$ cat src/rtl/mem_port_arbiter.sv
// ---------------------------------------------------------------------------
// mem_port_arbiter
//
// Shares the single SDRAM read/write port between the display pixel-fetch
// path and the sprite/background loader. The display path wins by priority.
// A starvation counter forces one loader grant after STARVE_LIM consecutive
// display grants while the loader waits. An in-order owner FIFO remembers
// who issued each read, so every returned word reaches its requester.
//
// Ports
//   Clk, Reset_n               clock, synchronous active-low reset
//   disp_req/addr              display read request (held until disp_gnt)
//   disp_gnt                   display request accepted (combinational)
//   disp_rdata/rvalid          registered display read return
//   ld_req/we/addr/wdata       loader read/write request (held until ld_gnt)
//   ld_gnt                     loader request accepted (combinational)
//   ld_rdata/rvalid            registered loader read return
//   mem_req/we/addr/wdata      request towards the SDRAM controller
//   mem_ready                  controller accepts mem_req this cycle
//   mem_rdata/rvalid           in-order read returns from the controller
//   err_orphan                 sticky flag: a return arrived with no owner
// ---------------------------------------------------------------------------
module mem_port_arbiter #(
    parameter int ADDR_W     = 20,
    parameter int DATA_W     = 32,
    parameter int DEPTH      = 4,
    parameter int STARVE_LIM = 8
) (
    input  logic              Clk,
    input  logic              Reset_n,
    input  logic              disp_req,
    input  logic [ADDR_W-1:0] disp_addr,
    output logic              disp_gnt,
    output logic [DATA_W-1:0] disp_rdata,
    output logic              disp_rvalid,
    input  logic              ld_req,
    input  logic              ld_we,
    input  logic [ADDR_W-1:0] ld_addr,
    input  logic [DATA_W-1:0] ld_wdata,
    output logic              ld_gnt,
    output logic [DATA_W-1:0] ld_rdata,
    output logic              ld_rvalid,
    output logic              mem_req,
    output logic              mem_we,
    output logic [ADDR_W-1:0] mem_addr,
    output logic [DATA_W-1:0] mem_wdata,
    input  logic              mem_ready,
    input  logic [DATA_W-1:0] mem_rdata,
    input  logic              mem_rvalid,
    output logic              err_orphan
);

    // DEPTH is a power of two, so the pointers wrap naturally.
    localparam int PTR_W = (DEPTH > 1) ? $clog2(DEPTH) : 1;
    localparam int CNT_W = $clog2(DEPTH + 1);
    localparam int SC_W  = $clog2(STARVE_LIM + 1);

    localparam logic [CNT_W-1:0] DEPTH_C = CNT_W'(DEPTH);
    localparam logic [SC_W-1:0]  LIM_C   = SC_W'(STARVE_LIM);

    logic [DEPTH-1:0] ownerMem_q;
    logic [PTR_W-1:0] wrPtr_q;
    logic [PTR_W-1:0] rdPtr_q;
    logic [CNT_W-1:0] count_q;
    logic [CNT_W-1:0] count_d;
    logic [SC_W-1:0]  starveCnt_q;
    logic [SC_W-1:0]  starveCnt_d;

    logic [DATA_W-1:0] dispRdata_q;
    logic [DATA_W-1:0] ldRdata_q;
    logic              dispRvalid_q;
    logic              ldRvalid_q;
    logic              errOrphan_q;

    logic readOk;
    logic dispElig;
    logic ldElig;
    logic starved;
    logic selDisp;
    logic selLd;
    logic push;
    logic pop;
    logic headOwner;

    // Request selection. Eligibility uses the registered count only, so a
    // slot freed by a return this cycle becomes usable on the next cycle.
    always_comb begin
        readOk   = (count_q < DEPTH_C);
        dispElig = disp_req & readOk;
        ldElig   = ld_req & (ld_we | readOk);
        starved  = (starveCnt_q == LIM_C);
        selDisp  = 1'b0;
        selLd    = 1'b0;
        if (Reset_n) begin
            if (starved && ldElig) begin
                selLd = 1'b1;
            end else if (dispElig) begin
                selDisp = 1'b1;
            end else if (ldElig) begin
                selLd = 1'b1;
            end
        end
    end

    assign mem_req   = selDisp | selLd;
    assign mem_we    = selLd & ld_we;
    assign mem_addr  = selDisp ? disp_addr : (selLd ? ld_addr : '0);
    assign mem_wdata = selLd ? ld_wdata : '0;

    assign disp_gnt  = selDisp & mem_ready;
    assign ld_gnt    = selLd & mem_ready;

    // Only reads need an owner tag; loader writes produce no return.
    assign push      = disp_gnt | (ld_gnt & ~ld_we);
    assign pop       = mem_rvalid & (count_q != '0);
    assign headOwner = ownerMem_q[rdPtr_q];

    // Next-state for occupancy and starvation counter.
    always_comb begin
        count_d = count_q;
        if (push && !pop) begin
            count_d = count_q + 1'b1;
        end else if (pop && !push) begin
            count_d = count_q - 1'b1;
        end

        starveCnt_d = starveCnt_q;
        if (ld_gnt || !ld_req) begin
            starveCnt_d = '0;
        end else if (disp_gnt && (starveCnt_q != LIM_C)) begin
            starveCnt_d = starveCnt_q + 1'b1;
        end
    end

    // Owner FIFO storage and pointers; tag 1 marks a loader read.
    always_ff @(posedge Clk) begin
        if (!Reset_n) begin
            ownerMem_q  <= '0;
            wrPtr_q     <= '0;
            rdPtr_q     <= '0;
            count_q     <= '0;
            starveCnt_q <= '0;
        end else begin
            if (push) begin
                ownerMem_q[wrPtr_q] <= ld_gnt;
                wrPtr_q             <= wrPtr_q + 1'b1;
            end
            if (pop) begin
                rdPtr_q <= rdPtr_q + 1'b1;
            end
            count_q     <= count_d;
            starveCnt_q <= starveCnt_d;
        end
    end

    // Return routing: the head tag picks which requester sees the word.
    // The other side keeps its last data; a return with no owner is dropped
    // and latched as an orphan error.
    always_ff @(posedge Clk) begin
        if (!Reset_n) begin
            dispRdata_q  <= '0;
            ldRdata_q    <= '0;
            dispRvalid_q <= 1'b0;
            ldRvalid_q   <= 1'b0;
            errOrphan_q  <= 1'b0;
        end else begin
            dispRvalid_q <= pop & ~headOwner;
            ldRvalid_q   <= pop & headOwner;
            if (pop && !headOwner) begin
                dispRdata_q <= mem_rdata;
            end
            if (pop && headOwner) begin
                ldRdata_q <= mem_rdata;
            end
            if (mem_rvalid && (count_q == '0)) begin
                errOrphan_q <= 1'b1;
            end
        end
    end

    assign disp_rdata  = dispRdata_q;
    assign disp_rvalid = dispRvalid_q;
    assign ld_rdata    = ldRdata_q;
    assign ld_rvalid   = ldRvalid_q;
    assign err_orphan  = errOrphan_q;

endmodule
$ cat config.mk
export PLATFORM = sky130hd
export DESIGN_NAME = mem_port_arbiter
export DESIGN_NICKNAME = d
export VERILOG_FILES = /design/src/rtl/mem_port_arbiter.sv
export SDC_FILE = /design/constraint.sdc
export NUM_CORES = 1
export LEC_CHECK = 0
export CORE_ASPECT_RATIO = 0.5
export CORE_MARGIN = 2
export CORE_UTILIZATION = 40
export DETAILED_ROUTE_END_ITERATION = 12
export PLACE_DENSITY = 0.94
export SYNTH_ARGS = -nofsm -noshare
export SYNTH_HDL_FRONTEND = slang
export SYNTH_SLANG_ARGS = --single-unit
$ cat constraint.sdc
create_clock -name Clk -period 5.1 [get_ports Clk]
set_input_delay 1.53 -clock Clk [delete_from_list [all_inputs] [get_ports Clk]]
set_output_delay 1.53 -clock Clk [all_outputs]
set_load 0.05 [all_outputs]
=== After elaboration in Yosys (flattened, before gate mapping) ===
Index checks and enable logic that the tools add are counted.

* Memories: 0
* ROM bits: 0
* Bits in writable memories: 0
* Word-level logic and storage cells: 70
* Output and inout bits: 123
* Register bits: 82
* Bits in latches: 0
* Bits of input ports: 111

* Mux-type cells: 17
* Equality and inequality tests: 2
* $add $sub $neg: 5
* Shift-type cells: 0
* Divide/modulo/power cells: 0
* Reduce and logical (&&, ||, !) cells: 17
* Bitwise gates (word level): 15
* Magnitude comparators: 4
* Multipliers: 0

{| class="wikitable"
|+ Operator list
! cell !! count
|-
| $mux W20 || 2
|-
| $mux W32 || 1
|-
| $and A1 B1 Y1 || 9
|-
| $mux W1 || 9
|-
| $logic_and A1 B1 Y1 || 8
|-
| $lt A2 B3 Y1 const B || 2
|-
| $mux W3 || 2
|-
| $add A2 B1 Y2 const B || 2
|-
| $add A4 B1 Y4 const B || 1
|-
| $bwmux W4 || 1
|-
| $eq A4 B4 Y1 const B || 1
|-
| $logic_not A1 Y1 || 4
|-
| $ne A4 B4 Y1 const B || 1
|-
| $add A3 B1 Y3 const B || 1
|-
| $logic_not A3 Y1 || 1
|-
| $lt A3 B3 Y1 const B || 1
|-
| $not A1 Y1 || 3
|-
| $or A1 B1 Y1 || 3
|-
| $reduce_bool A3 Y1 || 1
|-
| $sub A3 B1 Y3 const B || 1
|-
| $bmux W1 S2 || 1
|-
| $demux W1 S2 || 1
|-
| $ge A2 B1 Y1 const B || 1
|-
| $reduce_bool A2 Y1 || 1
|-
| 2 further kinds || 2
|}

=== Depth between registers and ports, before layout ===
* Depth in word-level cells: 14
* Depth in mapped cells: 10
* Mapped depth without buffers: 10

=== Worst setup path after synthesis ===
No wires, ideal clock.

* Kind: input-to-output
* Start point: input Reset_n
* End point: output mem_req
* Stages: 5
* Buffers on the path: 3
* Required time: 3.570 ns
* Arrival: 2.934 ns
* Path slack: 0.636 ns
* Cell sequence: clkbuf_1 > buf_2 > inv_1 > clkbuf_1 > a21oi_1

* Word-level cells in the longest chain between the ends: 2
* Elaborated cells on any way between the ends: 3
* Those cells by class: mux (2); bitwise (1)

{| class="wikitable"
|+ Ends and longest elaborated chain
! what !! line !! source
|-
| start: declaration || 30 || <nowiki>input logic Reset_n,</nowiki>
|-
| $mux W1 || 94 || <nowiki>if (Reset_n) begin</nowiki>
|-
| $or A1 B1 Y1 * || 105 || <nowiki>assign mem_req = selDisp | selLd;</nowiki>
|-
| end: declaration || 43 || <nowiki>output logic mem_req,</nowiki>
|}

Every way passes the cells marked *; elsewhere a longest branch is shown, timed or not.

=== Final worst setup path ===
* Start point: input disp_req
* End point: output mem_addr[19]

* Word-level cells in the longest chain between the ends: 6
* Elaborated cells on any way between the ends: 9
* Those cells by class: mux (8); bitwise (1)

{| class="wikitable"
|+ Ends and longest elaborated chain
! what !! line !! source
|-
| start: declaration || 31 || <nowiki>input logic disp_req,</nowiki>
|-
| $and A1 B1 Y1 * || 89 || <nowiki>dispElig = disp_req & readOk;</nowiki>
|-
| $mux W1 || 97 || <nowiki>end else if (dispElig) begin</nowiki>
|-
| $mux W1 || 95 || <nowiki>if (starved && ldElig) begin</nowiki>
|-
| $mux W1 || 94 ||
|-
| $mux W20 || 107 || <nowiki>assign mem_addr = selDisp ? disp_addr : (selLd ? ld_addr : '0);</nowiki>
|-
| $mux W20 * || 107 ||
|-
| end: declaration || 45 || <nowiki>output logic [ADDR_W-1:0] mem_addr,</nowiki>
|}

Marked as above.

==> flow_summary.yaml <==
layout:
  fill_cells: 515
  num_antenna_cells: 0
  final_core_util_pct: 77.8
  area_growth_pct: 86.2
  final_cell_mix: "clkdlybuf4s50_1, dfxtp_1, nand3_1"
  final_common_cell: "clkdlybuf4s50_1"
  final_layout_size_suffix_gt1_share_pct: 15.9
  fin_nets: 750
  final_area_um2: 6870
cts:
  clkLatencyLatePin_ps: 340
  cts_resized: 0
  clk_pin_slew_ps: 50
  cts_buffers: 9
  cts_hold_buf: 0
  cts-htree-levels: 3
  cts_buffer_depth: 2
  tritoncts: "done"
  cts.sinks: 82
  cts_setup_buffers: 0
  cts_root_buffer: "clkbuf_16"
die:
  die_w_um: 140
  core_area_um2: 8830
  die-area_um2: 10100
  row_count: 24
  start_util_pct: 41.8
  dieHeight_um: 71.9
  pin_count: 234
drt:
  ant_nets: 0
  vias: 4080
  wl_per_cell_um: 17.6
  route.detailed.drc: 0
  drt-total-wl_um: 13300
  drt_first_iter_violations: 292
  via_per_inst: 5.42
  dr.pass1.iters: 5
setup_path:
  path_class: "primary input to primary output"
  crit_fanout: 51
  endpoint: "mem_addr[19]"
  r2r-start: "starveCnt_q[0]$_SDFFE_PP0P_"
  worst-endpoint-arrival_ps: 3300
  r2r_cells: 10
  r2r_setup_slack_ps: 2350
  end_kind: "primary output"
  worstSetupStartpointType: "primary input"
  crit_path_start: "disp_req"
  r2r-end: "count_q[2]$_SDFFE_PN0P_"
  crit_required_ps: 3570
synthesis:
  ys_types: 40
  syn-mean-instance-area_um2: 8.77
  synth_enable_flop_cells: 0
  ys_ff_latch: 82
  synth_area_um2: 3690
  synthFlopType: "dfxtp_1"
  ys_warn_count: 0
  syn_nets: 540
  seq_area_frac_synth_pct: 44.5
  synth_cells: 421
  ys_async_sr_fraction_pct: 0
sta:
  hold_ws_ps: 457
  clock.fmax_ghz: 0.207
  hold_viol_final: 0
  period_needed_ps: 4830
  tightest_slew_ps: 1070
  finalSetupViolCount: 0
  fin_skew_ps: 8.43
  final-max-slew-violation-count: 0
  setup_tns_ps: 0
  rsz0062_at_grt: "false"
  max-slew-margin-rel_pct: 28.2
  worst_slack_ps: 269
  finalCritPeriodShare_pct: 94.7
grt:
  grt_pass1_wl_um: 20700
  grtUsageMet1_pct: 27.1
  grt_pass1_vias: 4016
  grt-ovfl-total: 0
  grt_max_degree: 101
  track_usage_pct: 26.1
  antenna_found_initial: 0
  use_met3_pct: 7.92
  use_met2_pct: 49.3
  top_usage_layer: "met2"
worst_hold_path:
  hp-start: "disp_rdata[3]$_SDFFE_PN0P_"
  hold_class: "register to register"
job:
  drv_cap: 0
placed_design:
  routabilityCongestion: 0.882
  dpl_cell_area_um2: 6530
  io_buffers: 233
  dp_hpwl_um: 9580
  place_ws_ps: 378
power:
  p_per_area_nw_per_um2: 399
  p_leak_nw: 2.60
  vdd_drop_max_mv: 0.224
outcome:
  status: "finished, final reports clean"
[sequential cells by signal, indices dropped and copies added (netlist names), 2 cells and up]
signal,cells
count_q,3
disp_rdata,32
ld_rdata,32
ownerMem_q,4
rdPtr_q,2
starveCnt_q,4
wrPtr_q,2
[cell usage after synthesis (all sizes together), types with 2 or more instances]
cell type	instances	share of area [%]
nand2	43	4.4
o2111ai	2	0.47
xor2	3	0.71
inv	9	0.92
nand3b	2	0.41
clkbuf	13	1.5
o31ai	3	0.61
o21ai	68	11
a22o	20	4.7
xnor2	3	0.71
ha	7	2.4
and2	34	5.8
dfxtp	82	44
a32o	2	0.54
nand3	66	8.9
nor3	2	0.27
nor2	14	1.4
buf	24	4.8
nand2b	4	0.88
a21oi	7	0.95
[critical path, cell delays in order]
cell and delay (ps):
clkdlybuf4s50_1 580, nand2b_1 150, o2111a_1 340, buf_12 210, a22o_1 300, buf_12 160
[layer usage]
metal / up-vias / share of wire, %
met5: - / 0
met4: 0 / 4.3
li1: 1892 / -
met3: 66 / 6.8
met2: 245 / 54
met1: 1877 / 35
[layout make-up]
class                      count  area (µm²)  share of cell area (%)
clock buffer                   9         225                    3.28
clock inverter                 7         118                    1.71
inverter                       9        33.8                   0.492
multi-input combinational    293        1790                    26.0
sequential                    82        1640                    23.9
tap                          117         146                    2.13
timing repair buffer         236        2920                    42.5
[cell families after synthesis]
group | Yosys count | synth area share [%]
simple gates | 170 | 23.2
compound gates | 107 | 19.9
flops | 82 | 44.5
buf+inv | 46 | 7.22
fa+ha+maj | 8 | 2.92
xor+xnor | 6 | 1.42
mux | 2 | 0.881
[where the power goes]
part	internal [mW]	leakage, nW	switching [mW]	total (mW)
clock	0.477	0.158	0.260	0.737
sequential	0.728	0.665	0.0636	0.792
combinational	0.477	1.78	0.734	1.21
[per-stage QoR]
step                power [mW]  cells
global placement          1.96    737
CTS                       2.75    753
finish                    2.74    753
detailed placement        2.00    737
floorplan                 1.54    421
global route              2.84    753
[worst min path at each step]
stage / endpoint / cells past startpoint
after CTS: disp_rdata[4]$_SDFFE_PN0P_ / 2
after global placement: disp_rdata[31]$_SDFFE_PN0P_ / 2
final: disp_rdata[3]$_SDFFE_PN0P_ / 2
after floorplan: ownerMem_q[3]$_SDFFE_PN0P_ / 2
after detailed placement: disp_rdata[4]$_SDFFE_PN0P_ / 2
after global routing: disp_rdata[4]$_SDFFE_PN0P_ / 2
Power figures use the tool's default switching activity.
